**src/rtl/team_06_button_ctrl.sv**
```systemverilog
// team_06 player-input receive block: five raw pushbuttons are synchronized,
// debounced and turned into one-cycle press events. The events drive the
// game heading and the run/pause state.

// Per-button conditioner: 2-flop synchronizer, debounce counter, and a
// registered rising-edge event on the debounced level.
module team_06_button_ctrl_db #(
    parameter int DEBOUNCE_CYCLES = 1,
    parameter int CNT_W           = 16
) (
    input  logic clk,
    input  logic nrst,
    input  logic en,
    input  logic btn,
    output logic rise
);
    logic             s1, s2, stable;
    logic [CNT_W-1:0] cnt, cnt_inc;
    logic             flip;

    assign cnt_inc = cnt + CNT_W'(1);
    // The level flips on the edge where the count of disagreeing cycles
    // would reach DEBOUNCE_CYCLES.
    assign flip    = (s2 != stable) && (cnt_inc == CNT_W'(DEBOUNCE_CYCLES));

    // Synchronizer, debounce counter, stable level and press event.
    always_ff @(posedge clk or negedge nrst) begin
        if (!nrst) begin
            s1     <= 1'b0;
            s2     <= 1'b0;
            stable <= 1'b0;
            cnt    <= '0;
            rise   <= 1'b0;
        end else if (!en) begin
            s1     <= 1'b0;
            s2     <= 1'b0;
            stable <= 1'b0;
            cnt    <= '0;
            rise   <= 1'b0;
        end else begin
            s1   <= btn;
            s2   <= s1;
            // Event is raised on the same edge the stable level goes 0->1.
            rise <= flip & s2;
            if (s2 == stable) begin
                cnt <= '0;
            end else if (flip) begin
                stable <= s2;
                cnt    <= '0;
            end else begin
                cnt <= cnt_inc;
            end
        end
    end
endmodule

module team_06_button_ctrl #(
    parameter int DEBOUNCE_CYCLES = 1,
    parameter int CNT_W           = 16
) (
    input  logic       clk,
    input  logic       nrst,
    input  logic       en,
    input  logic       btn_right,
    input  logic       btn_left,
    input  logic       btn_up,
    input  logic       btn_down,
    input  logic       btn_start_pause,
    output logic [4:0] btn_pulse,
    output logic [1:0] dir,
    output logic       dir_change,
    output logic       running,
    output logic [7:0] press_cnt
);
    localparam int NUM_BTN = 5;

    localparam logic [1:0] DIR_RIGHT = 2'b00;
    localparam logic [1:0] DIR_LEFT  = 2'b01;
    localparam logic [1:0] DIR_UP    = 2'b10;
    localparam logic [1:0] DIR_DOWN  = 2'b11;

    typedef enum logic {
        PAUSED  = 1'b0,
        RUNNING = 1'b1
    } run_state_t;

    logic [NUM_BTN-1:0] btn_raw;
    run_state_t         state, state_nxt;
    logic               cand_vld, accept;
    logic [1:0]         cand, dir_rev;

    assign btn_raw = {btn_start_pause, btn_down, btn_up, btn_left, btn_right};

    for (genvar i = 0; i < NUM_BTN; i++) begin : g_btn
        team_06_button_ctrl_db #(
            .DEBOUNCE_CYCLES(DEBOUNCE_CYCLES),
            .CNT_W          (CNT_W)
        ) u_db (
            .clk (clk),
            .nrst(nrst),
            .en  (en),
            .btn (btn_raw[i]),
            .rise(btn_pulse[i])
        );
    end

    assign running = (state == RUNNING);

    // Run/pause state register.
    always_ff @(posedge clk or negedge nrst) begin
        if (!nrst)    state <= PAUSED;
        else if (!en) state <= PAUSED;
        else          state <= state_nxt;
    end

    // Start/pause event toggles the run state.
    always_comb begin
        state_nxt = state;
        if (btn_pulse[4]) state_nxt = (state == RUNNING) ? PAUSED : RUNNING;
    end

    // Pick the highest-priority direction event; lower ones are dropped even
    // when the winner is later rejected.
    always_comb begin
        cand_vld = 1'b0;
        cand     = DIR_RIGHT;
        if (btn_pulse[0]) begin
            cand_vld = 1'b1;
            cand     = DIR_RIGHT;
        end else if (btn_pulse[1]) begin
            cand_vld = 1'b1;
            cand     = DIR_LEFT;
        end else if (btn_pulse[2]) begin
            cand_vld = 1'b1;
            cand     = DIR_UP;
        end else if (btn_pulse[3]) begin
            cand_vld = 1'b1;
            cand     = DIR_DOWN;
        end
    end

    // Reverse heading pairs right/left and up/down (differ only in bit 0).
    // running is the pre-toggle value, so a same-cycle start/pause does not
    // affect judging the direction event.
    assign dir_rev = {dir[1], ~dir[0]};
    assign accept  = running && cand_vld && (cand != dir) && (cand != dir_rev);

    // Heading, change strobe and accepted-change counter.
    always_ff @(posedge clk or negedge nrst) begin
        if (!nrst) begin
            dir        <= DIR_RIGHT;
            dir_change <= 1'b0;
            press_cnt  <= 8'd0;
        end else if (!en) begin
            dir        <= DIR_RIGHT;
            dir_change <= 1'b0;
            press_cnt  <= 8'd0;
        end else begin
            dir_change <= accept;
            if (accept) begin
                dir       <= cand;
                press_cnt <= press_cnt + 8'd1;
            end
        end
    end
endmodule

```
**config.mk**
```make
export PLATFORM = sky130hd
export DESIGN_NAME = team_06_button_ctrl
export DESIGN_NICKNAME = d
export VERILOG_FILES = /design/src/rtl/team_06_button_ctrl.sv
export SDC_FILE = /design/constraint.sdc
export NUM_CORES = 1
export LEC_CHECK = 0
export BUFFER_PORTS_ARGS = -buffer_cell sky130_fd_sc_hd__clkbuf_2
export CAP_MARGIN = 10
export CORE_UTILIZATION = 60
export DETAILED_ROUTE_END_ITERATION = 7
export GPL_TIMING_DRIVEN = 0
export PLACE_DENSITY = 0.87
export SLEW_MARGIN = 15
export SYNTH_ARGS = -nofsm -noshare
export SYNTH_HDL_FRONTEND = slang
export SYNTH_SLANG_ARGS = --single-unit
```
**constraint.sdc**
```tcl
create_clock -name clk -period 5.28 [get_ports clk]
set_input_delay 0.264 -clock clk [delete_from_list [all_inputs] [get_ports clk]]
set_output_delay 0.264 -clock clk [all_outputs]
set_load 0.05 [all_outputs]
```
### Word level (Yosys, flattened, before mapping)

Cells that the tools add are included.
Widths: inputs -> output; s select.

* output and inout bits: 17
* register bits: 112
* bits of input ports: 8

* add/sub/neg operators: 6
* multiplexer cells: 61
* bitwise operators: 6
* reduce and logical (&&, ||, !) cells: 13
* eq/ne operators: 29

Operator list (number)
* $mux 16: 15
* $add 16x1->16 const B: 5
* $eq 16x1->1 const B: 5
* $mux 1: 38
* $mux 8: 2
* $ne 2x1->1 const B: 7
* $mux 2: 6
* $ne 2x2->1 const B: 5
* $reduce_and 2->1: 5
* $add 8x1->8 const B: 1
* $logic_and 1x1->1: 8
* $and 1x1->1: 5
* $eq 1x1->1: 5
* $ne 1x1->1: 5
* $ne 2x2->1: 2
* $not 1->1: 1

### Logic depth before layout (Yosys ltp)

Gate-level depths: netlist (run 1).

* depth after elaboration: 9
* gate-level depth with buffers: 9
* mapped depth without buffers: 7

### By module

Synthesis (run 1) repeated with hierarchy kept, for this count alone.

* cell total of the unflattened synthesis: 694
* area, all modules: 6712.7 sq um

By module, submodules not included
* team_06_button_ctrl_db: seq. area each 500.5 sq um, cells an instance 126, times used 5, area each 1218.7 sq um
* team_06_button_ctrl: seq. area each 300.3 sq um, cells an instance 64, times used 1, area each 619.3 sq um

### Least setup slack after synthesis (run 1)

No wires, ideal clock.

* path kind: reg-to-reg
* from: reg g_btn[2].u_db.cnt[0]
* to: reg g_btn[2].u_db.stable
* slack: 3.036 ns
* period minus slack after synthesis: 2.244 ns
* data arrival time: 2.167 ns
* stages on the path, launching flop included: 8
* setup time: 0.077 ns
* buffers on the path: 0
* path through: dfrtp_1 > ha_1 > nand2b_1 > mux2_4 > o32a_1 > or2_0 > or4b_1 > a21oi_1

* cells in the longest elaborated chain, start to end: 5

RTL lines
* start: declaration: RTL line 18 `logic [CNT_W-1:0] cnt, cnt_inc;`
* start signal: assignment: RTL line 51 `cnt <= cnt_inc;`
* $add 16x1->16: RTL line 21 `assign cnt_inc = cnt + CNT_W'(1);`
* $eq 16x1->1: RTL line 24 `assign flip = (s2 != stable) && (cnt_inc == CNT_W'(DEBOUNCE_CYCLES));`
* $logic_and 1x1->1: RTL line 24
* $ne 2x1->1 (no source line)
* $reduce_and 2->1 (no source line)
* end signal: assignment: RTL line 31 `stable <= 1'b0;`
* end signal: assignment: RTL line 37 `stable <= 1'b0;`
* end signal: assignment: RTL line 48 `stable <= s2;`
* end: declaration: RTL line 17 `logic s1, s2, stable;`

Every way passes these cells.
A chain may end at the register's enable or synchronous reset.

### Worst setup path after layout (run 1)

* from: reg g_btn[3].u_db.cnt[1]
* to: reg g_btn[3].u_db.cnt[8]

* cells in the longest elaborated chain, start to end: 6

RTL lines
* start: declaration: RTL line 18
* start signal: assignment: RTL line 51
* $add 16x1->16 *: RTL line 21
* $eq 16x1->1: RTL line 24
* $logic_and 1x1->1: RTL line 24
* $mux 16 *: RTL line 47 `end else if (flip) begin`
* $mux 16 *: RTL line 45 `if (s2 == stable) begin`
* $mux 16 *: RTL line 34 `end else if (!en) begin`

Every way passes the cells marked *; elsewhere a longest branch is shown, timed or not.

==> flow_metrics.env, run 1 <==
export IMPL_cp_max_fo=10
export IMPL_wl_per_cell_um=15.5
export IMPL_setup_viol=0
export IMPL_drt_wl_total_um=13300
export IMPL_tns_ns=0
export IMPL_hp_class="input pin to flop"
export IMPL_seq_area_frac_synth_pct=44.5
export IMPL_synth_cell_types=63
export IMPL_dr_pass1_iters=5
export IMPL_yosysMostFrequentCell="dfrtp_1"
export IMPL_dp_hpwl_um=9410
export IMPL_rows=37
export IMPL_clock_path_buffers=2
export IMPL_clock_sinks=112
export IMPL_grt_pass1_vias=4973
export IMPL_min_period_over_period_pct=50.9
export IMPL_ys_ff_latch=112
export IMPL_die_h_um=105
export IMPL_cts_tree="yes"
export IMPL_clkLatencyLatePin_ns=0.39
export IMPL_clkTransAtPathRegs_ns=0.11
export IMPL_portBuffers=23
export IMPL_first_iter_violations=315
export IMPL_report_final_slew_viol_count=0
export IMPL_synthTopCellsByCount="112 x dfrtp_1, 90 x nor2_1, 42 x xnor2_1, 41 x nand3_1"
export IMPL_area_growth_pct=8.22
export IMPL_instances_no_fill=859
export IMPL_hold_viol_final=0
export IMPL_gr_total_overflow=0
export IMPL_syn_area_per_cell_sq_um=9.24
export IMPL_antenna_found_initial=0
export IMPL_post_route_min_period_ns=2.69
export IMPL_crit_type="flop to flop"
export IMPL_yosys_area_top_type="dfrtp_1"
export IMPL_core_sq_um=10300
export IMPL_die_width_um=105
export IMPL_finalClockSkew_ns=0.00716
export IMPL_status="finished clean"
export IMPL_gp_congestion=0.890
export IMPL_drt_vias_per_instance=5.98
export IMPL_initial_utilization_pct=61.3
export IMPL_post_route_cell_area_sq_um=6820
export IMPL_synthCells=682
export IMPL_async_reset_ff_share_pct=100
export IMPL_ios=25
export IMPL_worstMarginPinSlew_ns=0.787
export IMPL_leakage_nw=2.78
export IMPL_yosysTopAreaCellShare_pct=44.5
export IMPL_cellPowerDensity_nw_per_um2=209
export IMPL_postRouteAntennaNets=0
export IMPL_rsz0062_at_grt="no"
export IMPL_grt_total_usage_pct=25.4
export IMPL_cp_end_kind="flop"
export IMPL_drc=0
export IMPL_final_util_pct=66.4
export IMPL_ir_drop_mv=0.170
export IMPL_ys_warn_count=0
export IMPL_synth_area_sq_um=6300
export IMPL_fmax_mhz=372
export IMPL_grt_max_degree=81
export IMPL_relSlewSlack_pct=47.4
export IMPL_fin_nets=737
export IMPL_post_place_cells=842
export IMPL_vias=5135
export IMPL_crit_required_ns=5.56
export IMPL_worstSetupStartpointType="flop"
export IMPL_cts_made_buffers=9
export IMPL_dieArea_sq_um=10900
export IMPL_htreeDepth=3
export IMPL_cts_root_buf="clkbuf_8"
export IMPL_layout_drive_gt1_share_pct=9.82
export IMPL_grt_first_pass_wirelength_um=22600
export IMPL_synth_fp_nets=701
export IMPL_critPathArrivalTime_ns=2.97
export IMPL_placed_area_sq_um=6630
export IMPL_synth_main_ff_cell="dfrtp_1"
export IMPL_synth_edf_count=0
export IMPL_diodes=0
export IMPL_synth_area_leaders="dfrtp_1 44%, xnor2_1 5.8%, xor2_1 5.6%"
export IMPL_hold_ws_ns=0.0789
export IMPL_cap_violations=0
[flip-flops by register name, summed over array words and instances, names as in the netlist]
register,cells
g_btn.u_db.cnt,80
press_cnt,8
g_btn.u_db.rise,5
g_btn.u_db.s1,5
g_btn.u_db.s2,5
g_btn.u_db.stable,5
dir,2
dir_change,1
running,1
[report_power, final]
part | leakage (nW) | internal [mW] | switching [mW]
clock network | 0.0980 | 0.183 | 0.316
registers | 1.56 | 0.863 | 0.00470
logic | 1.13 | 0.0169 | 0.0411
[layer usage]
metal  track usage (%)  wire (um)  up-vias
li1                  -          -     2476
met1              31.2       5570     2519
met2              44.6       7000      118
met3              5.26        501       22
met4              7.96        207        0
met5                 0          0        -
[critical path: stages (launching register included)]
cell and delay, ns:
dfrtp_1 0.50, ha_1 0.35, inv_1 0.12, nor2_1 0.36
a31oi_1 0.17, nor3_1 0.47, a31o_2 0.28, buf_2 0.23
nor2_1 0.08
[cell families (layout without fill, tap and decap cells)]
group,count (synthesis),in the layout,share of synthesized area (%)
simple gates,326,326,27.3
flops,112,112,44.5
buf+inv,64,105,4.33
fa+ha+maj,11,11,2.18
mux,8,8,1.37
xor+xnor,82,82,11.4
compound gates,79,79,8.99
[cell type report]
type / instances / area [sq um]
repair buffers: 25 / 161
inverters: 24 / 90.1
multi-input cells: 506 / 3230
clock inverters: 7 / 62.6
clock buffers: 9 / 124
fillers: 797 / 3450
flip-flops and latches: 112 / 2800
well taps: 136 / 170
plain buffers: 40 / 183
[repair_timing]
| action | CTS | global route |
|---|---|---|
| hold endpoints to repair | 32 | 0 |
| hold buffers | 1 | 0 |
| buffers inserted | 0 | 0 |
| gates resized for setup | 0 | 0 |
| setup endpoints to repair | 0 | 0 |
[final timing paths]
check	from	endpoint	slack [ns]	cells after the start
worst min register to register	g_btn[3].u_db.s1$_DFF_PN0_	g_btn[3].u_db.s2$_DFF_PN0_	0.47	1
max in group asynchronous	nrst	g_btn[0].u_db.s1$_DFF_PN0_	4.27	3
worst min-delay path	btn_down	g_btn[3].u_db.s1$_DFF_PN0_	0.08	2
min in group asynchronous	nrst	g_btn[2].u_db.cnt[8]$_DFF_PN0_	0.33	2
worst max-delay path	g_btn[3].u_db.cnt[1]$_DFF_PN0_	g_btn[3].u_db.cnt[8]$_DFF_PN0_	2.59	8
worst max register to register	g_btn[3].u_db.cnt[1]$_DFF_PN0_	g_btn[3].u_db.cnt[8]$_DFF_PN0_	2.59	8
[metrics by stage]
step	setup WS (ns)	total power, mW
after detailed placement	2.73	0.943
after global routing	2.43	1.47
after CTS	2.65	1.43
final	2.59	1.42
after floorplan	3.04	0.910
after global placement	2.40	0.937
[cell usage in the layout (no fill, tap or decap), types with 3 or more instances in the layout]
master,count
clkbuf_2,22
nor3b_1,3
a211oi_1,5
and3_1,16
o21ai_0,14
nand3_1,41
buf_4,5
ha_1,11
o31ai_1,3
dfrtp_1,112
a31oi_1,4
o211ai_1,4
and4b_1,3
mux2i_1,6
nor4_1,15
clkbuf_8,10
and4_1,8
inv_1,24
nand2_1,40
a211o_1,8
clkbuf_1,24
o41ai_1,3
buf_2,11
xnor2_1,42
and2_1,18
nand4_1,29
xor2_1,40
nor3_1,27
nand2b_1,3
or2_2,3
or4_1,6
nor2_1,90
a21oi_1,15
or3_1,9
Power figures use the tool's default switching activity.
==> inputs of run 2 (changes only) <==
--- a/config.mk
+++ b/config.mk
@@ -5,12 +5,13 @@
 export SDC_FILE = /design/constraint.sdc
 export NUM_CORES = 1
 export LEC_CHECK = 0
+export ABC_AREA = 1
 export BUFFER_PORTS_ARGS = -buffer_cell sky130_fd_sc_hd__clkbuf_2
 export CAP_MARGIN = 10
-export CORE_UTILIZATION = 60
+export CORE_UTILIZATION = 56
 export DETAILED_ROUTE_END_ITERATION = 7
 export GPL_TIMING_DRIVEN = 0
-export PLACE_DENSITY = 0.87
+export PLACE_DENSITY = 0.85
 export SLEW_MARGIN = 15
 export SYNTH_ARGS = -nofsm -noshare
 export SYNTH_HDL_FRONTEND = slang
==> constraint.sdc (replaced) <==
create_clock -name clk -period 2.4 [get_ports clk]
set_input_delay 0.12 -clock clk [delete_from_list [all_inputs] [get_ports clk]]
set_output_delay 0.12 -clock clk [all_outputs]
set_load 0.05 [all_outputs]
==> run 2 against run 1 <==
Against the previous run:
- via count up 5.9%
- area after synthesis rose by 0.36%
- global-route usage shrank 0.85 points
- first-iteration DRC count grew 13%
- synthesized cell count rose by 27%
- routed wire length fell by 1.8%
- design area is 2.6% higher
- highest routed layer unchanged
- clock skew up 0.0012 ns
- register-to-register slack worse by 2.4 ns
- die area up 7.4%
- critical path depth up 3
==> flow_metrics.env, run 2 <==
export IMPL_status="finished clean"
export IMPL_synth_main_ff_cell="dfrtp_1"
export IMPL_crit_required_ns=2.64
export IMPL_clockPowerShare_pct=41.7
export IMPL_core_sq_um=10900
export IMPL_critical_path_buf_inv_count=1
export IMPL_power_switching_share_pct=24.1
export IMPL_area_growth_pct=10.7
export IMPL_grt_total_usage_pct=24.5
export IMPL_final_common_cell="nand2_1"
export IMPL_dieArea_sq_um=11700
export IMPL_syn_area_per_cell_sq_um=7.31
export IMPL_clkTransAtPathRegs_ns=0.07
export IMPL_relSlewSlack_pct=60.0
export IMPL_synthTopCellsByCount="279 x nand2_1, 152 x nor2_1, 112 x dfrtp_1, 107 x inv_1, 56 x nand3_1"
export IMPL_vias=5439
export IMPL_p_int_mw=2.69
export IMPL_fin_nets=926
export IMPL_critPathArrivalTime_ns=2.41
export IMPL_portBuffers=23
export IMPL_postCtsSetupBuffers=0
export IMPL_leakage_nw=3.29
export IMPL_antenna_found_initial=0
export IMPL_die_h_um=108
export IMPL_drc=0
export IMPL_diodes=0
export IMPL_seq_area_frac_synth_pct=44.3
export IMPL_placed_area_sq_um=6650
export IMPL_tns_ns=0
export IMPL_cellPowerDensity_nw_per_um2=506
export IMPL_final_cell_mix="279 x nand2_1, 152 x nor2_1, 112 x dfrtp_1"
export IMPL_async_reset_ff_share_pct=100
export IMPL_gp_congestion=0.858
export IMPL_ios=25
export IMPL_synth_fp_nets=885
export IMPL_yosysMostFrequentCell="nand2_1"
export IMPL_slowest_delay_ns=0.41
export IMPL_yosys_area_top_type="dfrtp_1"
export IMPL_largest_register_ffs=80
export IMPL_min_period_over_period_pct=90.4
export IMPL_clock_path_buffers=2
export IMPL_grt_max_degree=61
export IMPL_wl_per_cell_um=12.4
export IMPL_drt_vias_per_instance=5.17
export IMPL_reg_largest_list="g_btn.u_db.cnt (80), press_cnt (8)"
export IMPL_clock_sinks=112
export IMPL_total_power_mw=3.54
export IMPL_hold_ws_ns=0.170
export IMPL_ys_warn_count=0
export IMPL_crit_type="flop to flop"
export IMPL_post_route_cell_area_sq_um=7000
export IMPL_report_final_slew_viol_count=0
export IMPL_fmax_mhz=461
export IMPL_final_util_pct=64.0
export IMPL_ir_drop_mv=0.568
export IMPL_power_frac_seq_pct=53.8
export IMPL_cap_violations=0
export IMPL_synth_edf_count=0
export IMPL_cp_max_fo=10
export IMPL_postCtsResizedCells=0
export IMPL_ctsHoldBuffers=6
export IMPL_ys_ff_latch=112
export IMPL_die_width_um=108
export IMPL_initial_utilization_pct=57.9
export IMPL_crit_chain="ha_1, nand2_1, nor2_1, nand2_1, xor2_1, nand2_1, nor2_1, nand3_2, nand3_2, buf_6, nor2_2"
export IMPL_grt_first_pass_wirelength_um=22500
export IMPL_htreeDepth=3
export IMPL_cts_made_buffers=9
export IMPL_rows=38
export IMPL_synth_area_sq_um=6330
export IMPL_synth_cell_types=34
export IMPL_setup_viol=0
export IMPL_worstMarginPinSlew_ns=0.600
export IMPL_pwr_share_comb_pct=4.5
export IMPL_rsz0062_at_grt="no"
export IMPL_largest_register="g_btn.u_db.cnt"
export IMPL_cp_end_kind="flop"
export IMPL_critical_path_top_delay_family="simple AND/OR/NAND/NOR gates"
export IMPL_cpMaxStageDelayCell="dfrtp_1"
export IMPL_clkLatencyLatePin_ns=0.36
export IMPL_yosysTopAreaCellShare_pct=44.3
export IMPL_layout_drive_gt1_share_pct=10.9
export IMPL_post_route_min_period_ns=2.17
export IMPL_dr_pass1_iters=5
export IMPL_hp_class="input pin to flop"
export IMPL_hold_viol_final=0
export IMPL_first_iter_violations=355
export IMPL_dp_hpwl_um=9510
export IMPL_path_common_cell="nand2_1"
export IMPL_power_switching_uw=855
export IMPL_grt_pass1_vias=5074
export IMPL_synth_area_leaders="dfrtp_1 44%, nand2_1 17%, nor2_1 9.0%"
export IMPL_gr_total_overflow=0
export IMPL_drt_wl_total_um=13100
export IMPL_worstSetupStartpointType="flop"
export IMPL_finalClockSkew_ns=0.00836
export IMPL_postRouteAntennaNets=0
export IMPL_synthCells=866
export IMPL_cts_tree="yes"
export IMPL_cts_root_buf="clkbuf_16"
## run 2: cell count changes after synthesis, moves of 11 or more
cell,before,now
nor3_1,27,4
and3_1,16,0
nor4_1,15,1
and2_1,18,1
inv_1,24,107
a21oi_1,15,4
clkbuf_1,24,6
nand3_1,41,56
xnor2_1,42,5
nor2_1,90,152
xor2_1,40,10
nand2_1,40,279
nor2_2,0,19
## run 2: per-stage QoR
stage | cells | setup slack (ns)
6_report | 1052 | 0.230
5_1_grt | 1052 | 0.0734
4_1_cts | 1052 | 0.254
3_5_place_dp | 1030 | 0.298
3_3_place_gp | 1029 | -0.402
2_1_floorplan | 866 | 0.606
## run 2: tightest hold or removal path, delay by kind of cell
| family | cells | cell delay (ns) |
|---|---|---|
| buffers and inverters | 1 | 0.21 |
| and+or+nand+nor | 2 | 0.15 |
## run 2: path summary, 6_finish.rpt
kind | cells past startpoint | startpoint | slack [ns] | to
worst min-delay path | 3 | en | 0.17 | g_btn[3].u_db.rise$_DFF_PN0_
worst max-delay path | 11 | g_btn[1].u_db.cnt[0]$_DFF_PN0_ | 0.23 | g_btn[1].u_db.cnt[3]$_DFF_PN0_
worst max register to register | 11 | g_btn[1].u_db.cnt[0]$_DFF_PN0_ | 0.23 | g_btn[1].u_db.cnt[3]$_DFF_PN0_
min in group asynchronous | 2 | nrst | 0.27 | g_btn[4].u_db.cnt[6]$_DFF_PN0_
max in group asynchronous | 3 | nrst | 1.49 | g_btn[3].u_db.cnt[9]$_DFF_PN0_
worst min register to register | 2 | g_btn[2].u_db.s1$_DFF_PN0_ | 0.44 | g_btn[2].u_db.s2$_DFF_PN0_
## run 2: cells by family (layout without fill, tap and decap cells)
group | count (synthesis) | in the layout | share of synthesized area [%]
AOI/OAI and AO/OA | 32 | 32 | 3.12
xor gates and xnor gates | 17 | 17 | 2.59
adders and majority gates | 11 | 11 | 2.18
buffers and inverters | 124 | 170 | 7.79
DFF | 112 | 112 | 44.3
and+or+nand+nor | 570 | 570 | 40.0
## run 2: area by class of cell
class                           instances  area, sq um
Timing Repair Buffer                   30          211
Sequential cell                       112         2800
Inverter                              111          417
Multi-Input combinational cell        630         3030
Clock buffer                           10          239
Fill cell                             916         3930
Clock inverter                          6         50.0
Tap cell                              140          175
Buffer                                 13         76.3
## run 2: power groups by stage
stage / sequential, mW / clock, mW / combinational, mW
floorplan: 1.94 / 0 / 0.0754
global placement: 1.94 / 0 / 0.143
detailed placement: 1.94 / 0 / 0.153
CTS: 1.91 / 1.51 / 0.161
global route: 1.91 / 1.58 / 0.179
finish: 1.91 / 1.48 / 0.158
## run 2: per-layer routing
layer / GRT usage (%) / vias up / part of all wire (%)
met1: 32.1 / 2538 / 47
met5: 0 / - / 0
met2: 41.0 / 120 / 47
met4: 7.72 / 0 / 1.7
met3: 5.06 / 17 / 4.1
li1: - / 2764 / -
==> inputs of run 3 (changes only) <==
--- a/config.mk
+++ b/config.mk
@@ -8,6 +8,7 @@
 export ABC_AREA = 1
 export BUFFER_PORTS_ARGS = -buffer_cell sky130_fd_sc_hd__clkbuf_2
 export CAP_MARGIN = 10
+export CORE_MARGIN = 2
 export CORE_UTILIZATION = 56
 export DETAILED_ROUTE_END_ITERATION = 7
 export GPL_TIMING_DRIVEN = 0
==> run 3 against run 2 <==
Against the previous run:
- design area grew 0.21%
- clock power grew 4%
- combinational power is essentially flat
- largest power group unchanged
- routed wire length grew 1.6%
- flip-flop and latch count is the same
- global-route usage shrank 0.12 points
- first-iteration DRC count grew 8.5%
==> flow_metrics.env, run 3 (synthesized netlist as in run 2, its figures left out) <==
export IMPL_finalClockSkew_ns=0.0110
export IMPL_clkLatencyLatePin_ns=0.36
export IMPL_report_final_slew_viol_count=0
export IMPL_clock_sinks=112
export IMPL_setup_viol=0
export IMPL_min_period_over_period_pct=91.0
export IMPL_reg2reg_depth=11
export IMPL_ios=25
export IMPL_ir_drop_mv=0.428
export IMPL_cts_root_buf="clkbuf_16"
export IMPL_cp_max_fo=10
export IMPL_worstMarginPinSlew_ns=0.638
export IMPL_drc=0
export IMPL_core_sq_um=10900
export IMPL_cpMaxStageDelayCell="dfrtp_1"
export IMPL_rows=38
export IMPL_cp_end_kind="flop"
export IMPL_hold_depth=3
export IMPL_grt_pass1_vias=5187
export IMPL_worstHoldEndpoint="g_btn[3].u_db.rise$_DFF_PN0_"
export IMPL_final_common_cell="nand2_1"
export IMPL_drt_vias_per_instance=5.14
export IMPL_cts_made_buffers=9
export IMPL_dieArea_sq_um=12200
export IMPL_die_width_um=110
export IMPL_grt_max_degree=63
export IMPL_post_route_min_period_ns=2.18
export IMPL_cap_violations=0
export IMPL_diodes=0
export IMPL_antenna_found_initial=0
export IMPL_relSlewSlack_pct=57.4
export IMPL_htreeDepth=3
export IMPL_die_h_um=110
export IMPL_ctsHoldBuffers=6
export IMPL_layout_drive_gt1_share_pct=10.9
export IMPL_postCtsResizedCells=0
export IMPL_clkTransAtPathRegs_ns=0.08
export IMPL_reg_largest_list="g_btn.u_db.cnt (80), press_cnt (8)"
export IMPL_cellPowerDensity_nw_per_um2=513
export IMPL_postCtsSetupBuffers=0
export IMPL_worstSetupStartpointType="flop"
export IMPL_critPathArrivalTime_ns=2.43
export IMPL_clock_path_buffers=2
export IMPL_crit_chain="ha_1, nand2_1, nor2_1, nand2_1, xor2_1, nand2_1, nor2_1, nand3_2, nand3_2, buf_6, nor2_2"
export IMPL_grt_total_usage_pct=24.4
export IMPL_cts_tree="yes"
export IMPL_hold_viol_final=0
export IMPL_grt_first_pass_wirelength_um=23100
export IMPL_wl_per_cell_um=12.6
export IMPL_postRouteAntennaNets=0
export IMPL_dp_slack_ns=0.295
export IMPL_vias=5410
export IMPL_largest_register_ffs=80
export IMPL_total_power_mw=3.60
export IMPL_gp_congestion=0.867
export IMPL_crit_required_ns=2.64
export IMPL_fin_nets=926
export IMPL_first_iter_violations=385
export IMPL_worstSetupStartpoint="g_btn[1].u_db.cnt[0]$_DFF_PN0_"
export IMPL_final_cell_mix="279 x nand2_1, 152 x nor2_1, 112 x dfrtp_1"
export IMPL_largest_register="g_btn.u_db.cnt"
export IMPL_rsz0062_at_grt="no"
export IMPL_gr_total_overflow=0
export IMPL_drt_wl_total_um=13300
export IMPL_dr_pass1_iters=5
export IMPL_r2r_setup_slack_ns=0.22
export IMPL_hold_ws_ns=0.153
export IMPL_fmax_mhz=458
export IMPL_initial_utilization_pct=57.9
export IMPL_dp_hpwl_um=9470
export IMPL_setup_ws_ns=0.215
export IMPL_hp_class="input pin to flop"
export IMPL_portBuffers=23
export IMPL_area_growth_pct=10.9
export IMPL_final_util_pct=64.2
export IMPL_reg2reg_to="g_btn[1].u_db.cnt[8]$_DFF_PN0_"
export IMPL_leakage_nw=3.30
export IMPL_worstHoldStart="en"
export IMPL_path_common_cell="nand2_1"
export IMPL_status="finished clean"
export IMPL_r2r_start="g_btn[1].u_db.cnt[0]$_DFF_PN0_"
export IMPL_slowest_delay_ns=0.41
export IMPL_crit_type="flop to flop"
run 3: changes by cell type in the layout (fill, tap and decap cells not counted):
cell and delta:
inv_6 -2, bufinv_16 +1, clkinv_4 +3, clkinvlp_4 -2, clkinv_2 +1, clkbuf_8 -1
run 3: how the worst max path moves through the flow:
stage	to	slack (ns)	depth (start not counted)
finish	g_btn[1].u_db.cnt[8]$_DFF_PN0_	0.22	11
global route	g_btn[0].u_db.cnt[7]$_DFF_PN0_	0.002	10
CTS	g_btn[1].u_db.cnt[8]$_DFF_PN0_	0.25	11
detailed placement	g_btn[1].u_db.cnt[8]$_DFF_PN0_	0.30	11
global placement	g_btn[0].u_db.cnt[6]$_DFF_PN0_	-0.39	1
floorplan	g_btn[1].u_db.cnt[8]$_DFF_PN0_	0.61	11
run 3: per-layer routing:
metal | GRT usage [%] | part of all wire [%] | vias up
li1 | - | - | 2764
met1 | 32.0 | 47 | 2514
met2 | 40.9 | 48 | 110
met3 | 4.82 | 3.9 | 22
met4 | 7.86 | 1.7 | 0
met5 | 0 | 0 | -
run 3: where the power goes:
| part | internal [mW] | switching (mW) | total [mW] |
|---|---|---|---|
| sequential | 1.90 | 0.0102 | 1.91 |
| clock | 0.821 | 0.717 | 1.54 |
| combinational | 0.0417 | 0.115 | 0.157 |
run 3: layout make-up:
class	instances	area (sq um)
inverter	111	417
timing repair buffer	30	211
clock inverter	7	78.8
sequential	112	2800
tap	140	175
fill	939	3920
buffer	13	76.3
multi-input combinational	630	3030
clock buffer	9	225
run 3: through the flow:
step           instances  area, sq um  setup TNS [ns]
4_1_cts             1052         7020               0
6_report            1052         7020               0
3_3_place_gp        1029         6620          -42.28
3_5_place_dp        1030         6650               0
2_1_floorplan        866         6330               0
5_1_grt             1052         7020               0
run 3: critical path, delay by kind of cell, from the launching register on:
kind / cells / cell delay [ns]
flops: 1 / 0.41
xor+xnor: 1 / 0.22
simple gates: 8 / 1.02
buf+inv: 1 / 0.18
fa+ha+maj: 1 / 0.25
